### src/rtl/poly_view_pkg.sv
// poly_view_pkg: shared types and constants for the poly result viewer
package poly_view_pkg;
  localparam int DATA_W = 12;
  localparam int IDX_W = 4;
  localparam logic [15:0] LED_IDLE = 16'hFFFF;
  typedef enum logic [1:0] {S_IDLE, S_SKIP, S_CAPTURE, S_VIEW} state_t;
  function automatic logic [IDX_W-1:0] idx_next(input logic [IDX_W-1:0] i, input int depth);
    return (int'(i) == depth - 1) ? '0 : i + 1'b1;
  endfunction
endpackage

### src/rtl/button_debounce.sv
// button_debounce: two-flop synchronizer, stability counter and rising-edge pulse
module button_debounce #(
  parameter int DEBOUNCE = 4
) (
  input  logic clk,
  input  logic rst,
  input  logic btn,
  output logic pulse
);
  localparam int CW = DEBOUNCE > 1 ? $clog2(DEBOUNCE) : 1;
  localparam logic [CW-1:0] CNT_LAST = CW'(DEBOUNCE - 1);
  logic [1:0] sync_q, sync_d;
  logic level_q, level_d, pulse_q, pulse_d;
  logic [CW-1:0] cnt_q, cnt_d;
  // count consecutive cycles the synced input disagrees with the accepted level
  always_comb begin
    sync_d = {sync_q[0], btn};
    level_d = (sync_q[1] != level_q && cnt_q == CNT_LAST) ? sync_q[1] : level_q;
    cnt_d = (sync_q[1] == level_q || cnt_q == CNT_LAST) ? '0 : cnt_q + 1'b1;
    pulse_d = level_d & ~level_q;
  end
  // state registers
  always_ff @(posedge clk or posedge rst) begin
    if (rst) begin
      sync_q <= '0;
      level_q <= 1'b0;
      cnt_q <= '0;
      pulse_q <= 1'b0;
    end else begin
      sync_q <= sync_d;
      level_q <= level_d;
      cnt_q <= cnt_d;
      pulse_q <= pulse_d;
    end
  end
  assign pulse = pulse_q;
endmodule

### src/rtl/poly_result_viewer.sv
// poly_result_viewer: capture a burst of multiplier results, then step through them on the LEDs
module poly_result_viewer
  import poly_view_pkg::*;
#(
  parameter int DEPTH = 16,
  parameter int SKIP = 0,
  parameter int DEBOUNCE = 4
) (
  input  logic              man_clk,
  input  logic              man_reset,
  input  logic              start,
  input  logic [DATA_W-1:0] din,
  input  logic              step,
  output logic [15:0]       LED,
  output logic              busy,
  output logic              done
);
  localparam int SW = SKIP > 1 ? $clog2(SKIP) : 1;
  localparam logic [SW-1:0] SKIP_LAST = SW'(SKIP > 0 ? SKIP - 1 : 0);
  localparam logic [IDX_W-1:0] IDX_LAST = IDX_W'(DEPTH - 1);
  state_t state_q, state_d;
  logic [SW-1:0] skip_q, skip_d;
  logic [IDX_W-1:0] wr_idx_q, wr_idx_d, rd_idx_q, rd_idx_d;
  logic [15:0] led_q, led_d;
  logic [DATA_W-1:0] mem_q [DEPTH];
  logic [DATA_W-1:0] mem_d [DEPTH];
  logic [DATA_W-1:0] rd_word;
  logic step_pulse;

  button_debounce #(.DEBOUNCE(DEBOUNCE)) u_btn (
    .clk(man_clk),
    .rst(man_reset),
    .btn(step),
    .pulse(step_pulse)
  );

  // sequencing: start restarts everything from any state; steps only count in VIEW
  always_comb begin
    state_d = state_q;
    skip_d = skip_q;
    wr_idx_d = wr_idx_q;
    rd_idx_d = rd_idx_q;
    if (start) begin
      state_d = (SKIP == 0) ? S_CAPTURE : S_SKIP;
      skip_d = '0;
      wr_idx_d = '0;
      rd_idx_d = '0;
    end else begin
      case (state_q)
        S_SKIP: begin
          state_d = (skip_q == SKIP_LAST) ? S_CAPTURE : S_SKIP;
          skip_d = skip_q + 1'b1;
        end
        S_CAPTURE: begin
          state_d = (wr_idx_q == IDX_LAST) ? S_VIEW : S_CAPTURE;
          wr_idx_d = wr_idx_q + 1'b1;
        end
        S_VIEW: rd_idx_d = step_pulse ? idx_next(rd_idx_q, DEPTH) : rd_idx_q;
        default: ;
      endcase
    end
  end

  // buffer write during capture and read mux for the viewed word
  always_comb begin
    mem_d = mem_q;
    rd_word = '0;
    for (int i = 0; i < DEPTH; i++) begin
      if (state_q == S_CAPTURE && !start && wr_idx_q == IDX_W'(i)) mem_d[i] = din;
      if (rd_idx_q == IDX_W'(i)) rd_word = mem_q[i];
    end
  end

  // LED source selected by the current state, registered one edge later
  always_comb begin
    led_d = state_q == S_IDLE ? LED_IDLE : state_q == S_VIEW ? {rd_idx_q, rd_word} : {wr_idx_q, din};
  end

  // control registers with asynchronous reset
  always_ff @(posedge man_clk or posedge man_reset) begin
    if (man_reset) begin
      state_q <= S_IDLE;
      skip_q <= '0;
      wr_idx_q <= '0;
      rd_idx_q <= '0;
      led_q <= '0;
    end else begin
      state_q <= state_d;
      skip_q <= skip_d;
      wr_idx_q <= wr_idx_d;
      rd_idx_q <= rd_idx_d;
      led_q <= led_d;
    end
  end

  // capture buffer is plain registers and keeps its contents across reset
  always_ff @(posedge man_clk) begin
    mem_q <= mem_d;
  end

  assign busy = state_q == S_SKIP || state_q == S_CAPTURE;
  assign done = state_q == S_VIEW;
  assign LED = led_q;
endmodule

### config.mk
export PLATFORM = sky130hd
export DESIGN_NAME = poly_result_viewer
export DESIGN_NICKNAME = d
export VERILOG_FILES = /design/src/rtl/poly_view_pkg.sv /design/src/rtl/button_debounce.sv /design/src/rtl/poly_result_viewer.sv
export SDC_FILE = /design/constraint.sdc
export NUM_CORES = 1
export LEC_CHECK = 0
export ABC_AREA = 1
export CORE_MARGIN = 5
export CORE_UTILIZATION = 60
export DETAILED_ROUTE_END_ITERATION = 8
export PLACE_DENSITY_LB_ADDON = 0.15
export SYNTH_ARGS = -nofsm -noshare
export SYNTH_HDL_FRONTEND = slang
export SYNTH_SLANG_ARGS = --single-unit
### constraint.sdc
create_clock -name man_clk -period 4.6 [get_ports man_clk]
set_input_delay 0.69 -clock man_clk [delete_from_list [all_inputs] [get_ports man_clk]]
set_output_delay 0.69 -clock man_clk [all_outputs]
set_load 0.02 [all_outputs]
==> impl_metrics.toml <==
[die]
ios = 34
effective_utilization_at_floorplan_pct = 60.88
chipHeight_um = 136.5
core-area_um2 = 15770
area_enclosed_by_the_die_boundary_um2 = 18630
floorplan.rows = 46
floorplan.die.width_um = 136.5

[clocking]
cts.sink_count = 225
cts_repair_resize_count = 0
clock_tree.root_cell = "sky130_fd_sc_hd__clkbuf_16"
cts_tree = "done"
cts_made_buffers = 23
cts_htree_levels = 1
cts.hold.buffers_added = 0
worst_setup_hold_path_clk_slew_ns = 0.06
cts.repair_timing.setup_buffer_count = 0
insertion_delay_ns = 0.50
ctsLongestPathBuffers = 3

[synthesis]
post_synth.cell_area_avg_um2 = 10.75
synthesis.instances = 893
ys_ff_latch = 225
mappedNetlistArea_um2 = 9600
syn-num-nets = 922
share_of_the_yosys_chip_area_belonging_to_registers_pct = 68.66
synthesis.yosys.warnings = 0
synthDistinctLibCells = 29

[sta]
timing.final.max_slew_violations = 0
fin_crit_sh_pct = 73.05
grt_setup_unrepaired = "false"
setup-tns-final_ns = 0
fin_worst_skew_ns = 0.01212
normalized_max_slew_margin_pct = 15.44
fin_crit_ns = 3.360
tightestPinTransition_ns = 1.264
final-hold-violation-count = 0
finalSetupViolCount = 0
fmaxAchievable_mhz = 297.6

[place]
globalplace.congestion = 0.8540
io_buffers = 33
post-place-cells = 1111
detailedPlacementHpwl_um = 14110

[worst_setup_path]
crit_top_cell = "sky130_fd_sc_hd__nand2_1"
critPathCaptureType = "register"
cp_data_arrival_time_ns = 3.74
crit_path_cell_trace = "inv_1 -> ha_1 -> inv_1 -> nor2_2 -> nor2_1 -> nand2_1 -> nand2_1 -> nand2_1 -> nand3_1 -> nand3_1 -> nand3_1 -> nand2_1 -> nand3_1 -> nand2_1 -> nand2_1 -> nand2_1 -> nand2_1"
cp_slowest_cell = "sky130_fd_sc_hd__nor2_2"
crit_fanout = 24
setup.worst_path.start_class = "register"
crit_path_max_cell_delay_ns = 0.79
critPathRequiredTime_ns = 4.98
path_class = "register to register"

[grt]
first_global_vias = 6351
global_route.usage.total_pct = 24.42
grt_first_pass_wirelength_um = 34620
pin_count_of_the_biggest_net_entering_global_routing = 34
overflow = 0
antenna_found_initial = 0

[pwr]
power_per_cell_area_nw_per_um2 = 388.0
power.share.switching_pct = 20.94
comb_power_share_pct = 4.8
power_leakage_nw = 4.179
power.switching_w = 0.0008732
ir_worst_vdd_uv = 342.0
fin_total_pwr_w = 0.004170
pwr-share-seq_pct = 54.8
cell_internal_pwr_w = 0.003297
power_frac_clock_pct = 40.4

[route]
postRouteAntennaNets = 0
drt_first_pass_iters = 5
detail_route.drc_violations = 0
routed_via_density = 5.576
vias = 6423
post_route_wl_um = 22230
avgRoutedWirePerCell_um = 19.29
detail_route.iter0.violations = 589

[final_layout]
n_fill_cell = 1196
layout_cell_share_with_drive_strength_beyond_1_pct = 7.692
finalNonFillerCells = 1152
design.final.nets = 949
antennaDiodeCount = 0
area_delta_synth_final_pct = 11.94

[flow_run]
timing.max_cap.violations = 0

[worst_hold_path]
hold_path.class = "register to register"

[outcome]
outcome = "complete, no violations"
[power groups by stage]
stage	Combinational, W	Clock (W)	Sequential [W]
after floorplan	0.0000875	0	0.00233
after global placement	0.000194	0	0.00233
after detailed placement	0.000199	0	0.00233
after CTS	0.000201	0.00171	0.00229
after global routing	0.000220	0.00180	0.00229
final	0.000198	0.00169	0.00229
[cell usage after synthesis]
cell,number,area share [%]
sky130_fd_sc_hd__nor3_1,2,0.10
sky130_fd_sc_hd__clkbuf_2,2,0.10
sky130_fd_sc_hd__clkbuf_1,15,0.59
sky130_fd_sc_hd__buf_2,10,0.52
sky130_fd_sc_hd__inv_1,77,3.0
sky130_fd_sc_hd__nand2_1,224,8.8
sky130_fd_sc_hd__buf_1,3,0.12
sky130_fd_sc_hd__o21ai_0,17,0.89
sky130_fd_sc_hd__nor4_1,1,0.065
sky130_fd_sc_hd__edfxtp_1,192,60
sky130_fd_sc_hd__o22ai_1,1,0.065
sky130_fd_sc_hd__nor2_2,1,0.065
sky130_fd_sc_hd__nor2_4,1,0.12
sky130_fd_sc_hd__ha_1,13,1.7
sky130_fd_sc_hd__nand4_1,2,0.13
sky130_fd_sc_hd__buf_4,4,0.31
sky130_fd_sc_hd__dfrtp_1,33,8.6
sky130_fd_sc_hd__or2_1,6,0.39
sky130_fd_sc_hd__a31oi_1,2,0.13
sky130_fd_sc_hd__nand3_1,87,4.5
sky130_fd_sc_hd__nand2_2,2,0.13
sky130_fd_sc_hd__nand3b_1,12,0.94
sky130_fd_sc_hd__a32oi_1,1,0.091
sky130_fd_sc_hd__a21oi_1,33,1.7
sky130_fd_sc_hd__nand3_2,1,0.10
sky130_fd_sc_hd__nor2_1,109,4.3
sky130_fd_sc_hd__inv_2,4,0.16
sky130_fd_sc_hd__or2_2,28,1.8
sky130_fd_sc_hd__o21ai_1,10,0.52
[state kept, by name, summed over array words and instances (netlist names)]
name,flops
rd_idx_q,4
mem_q,192
u_btn.sync_q,2
u_btn.level_q,1
LED,16
u_btn.cnt_q,2
wr_idx_q,4
skip_q,1
state_q,2
u_btn.pulse,1
[cell families (layout without fill, tap and decap cells)]
kind of cell	Yosys count	in the layout	synth area share (%)
AOI/OAI and AO/OA	64	64	3.415
adders and majority gates	13	13	1.694
buffers and inverters	115	158	4.809
DFF	225	225	68.66
and+or+nand+nor	476	476	21.43
[final cells by class]
| cell class | instances | area [µm²] | area share [%] |
|---|---|---|---|
| inverters | 81 | 304.0 | 2.829 |
| well taps | 216 | 270.3 | 2.515 |
| clock buffers | 33 | 643.1 | 5.984 |
| repair buffers | 36 | 352.8 | 3.283 |
| clock inverters | 8 | 37.54 | 0.3493 |
| multi-input cells | 553 | 2547 | 23.70 |
| flip-flops and latches | 225 | 6591 | 61.33 |
[cell usage in the layout (no fill, tap or decap)]
master / Yosys / routed
sky130_fd_sc_hd__nand2_1: 224 / 224
sky130_fd_sc_hd__edfxtp_1: 192 / 192
sky130_fd_sc_hd__nor2_1: 109 / 109
sky130_fd_sc_hd__nand3_1: 87 / 87
sky130_fd_sc_hd__inv_1: 77 / 77
sky130_fd_sc_hd__dfrtp_1: 33 / 33
sky130_fd_sc_hd__a21oi_1: 33 / 33
sky130_fd_sc_hd__clkdlybuf4s50_1: 0 / 33
sky130_fd_sc_hd__or2_2: 28 / 28
sky130_fd_sc_hd__clkbuf_16: 0 / 23
sky130_fd_sc_hd__o21ai_0: 17 / 17
sky130_fd_sc_hd__ha_1: 13 / 13
sky130_fd_sc_hd__nand3b_1: 12 / 12
sky130_fd_sc_hd__o21ai_1: 10 / 10
sky130_fd_sc_hd__clkbuf_1: 15 / 7
sky130_fd_sc_hd__or2_1: 6 / 6
sky130_fd_sc_hd__clkinv_2: 0 / 6
sky130_fd_sc_hd__inv_2: 4 / 4
sky130_fd_sc_hd__clkbuf_8: 0 / 3
sky130_fd_sc_hd__buf_4: 4 / 3
sky130_fd_sc_hd__a31oi_1: 2 / 2
sky130_fd_sc_hd__nand2_2: 2 / 2
sky130_fd_sc_hd__nor3_1: 2 / 2
sky130_fd_sc_hd__nand4_1: 2 / 2
sky130_fd_sc_hd__clkinv_1: 0 / 2
sky130_fd_sc_hd__a32oi_1: 1 / 1
sky130_fd_sc_hd__nor2_4: 1 / 1
sky130_fd_sc_hd__nand3_2: 1 / 1
sky130_fd_sc_hd__nor2_2: 1 / 1
sky130_fd_sc_hd__o22ai_1: 1 / 1
sky130_fd_sc_hd__nor4_1: 1 / 1
[worst paths after layout]
check | from | to | slack [ns] | cells past startpoint
max | rd_idx_q[0]$_DFFE_PP0P_ | LED[5]$_DFF_PP0_ | 1.24 | 17
min | u_btn.sync_q[0]$_DFF_PP0_ | u_btn.sync_q[1]$_DFF_PP0_ | 0.35 | 0
max reg2reg | rd_idx_q[0]$_DFFE_PP0P_ | LED[5]$_DFF_PP0_ | 1.24 | 17
min reg2reg | u_btn.sync_q[0]$_DFF_PP0_ | u_btn.sync_q[1]$_DFF_PP0_ | 0.35 | 0
max in group asynchronous | man_reset | LED[2]$_DFF_PP0_ | 3.69 | 3
min in group asynchronous | man_reset | wr_idx_q[2]$_DFFE_PP0P_ | 0.61 | 3
[metrics by stage]
step | area [µm²] | hold slack (ns) | setup WS [ns] | utilization [%]
after floorplan | 9600 | 0.3312 | 2.545 | -
after global placement | 10070 | 0.3374 | 1.443 | 63.83
after detailed placement | 10070 | 0.3441 | 1.297 | 63.83
after CTS | 10750 | 0.3549 | 1.304 | 68.15
after global routing | 10750 | 0.3751 | 0.9992 | 68.15
final | 10750 | 0.3521 | 1.240 | 68.15
[worst max-delay path: cells and delay by family (launching register included)]
kind,cells,cell delay (ns)
adder cells (fa/ha/maj),1,0.49
buffers and inverters,2,0.34
flip-flops,1,0.43
AND/OR/NAND/NOR,14,1.98
[routing by layer]
metal,GRT usage (%),wire length [µm]
met5,0,0
met4,7.503,603
met3,3.493,1451
met2,42.85,11470
met1,31.70,8698
No activity file was read; power rests on OpenSTA's default activity.
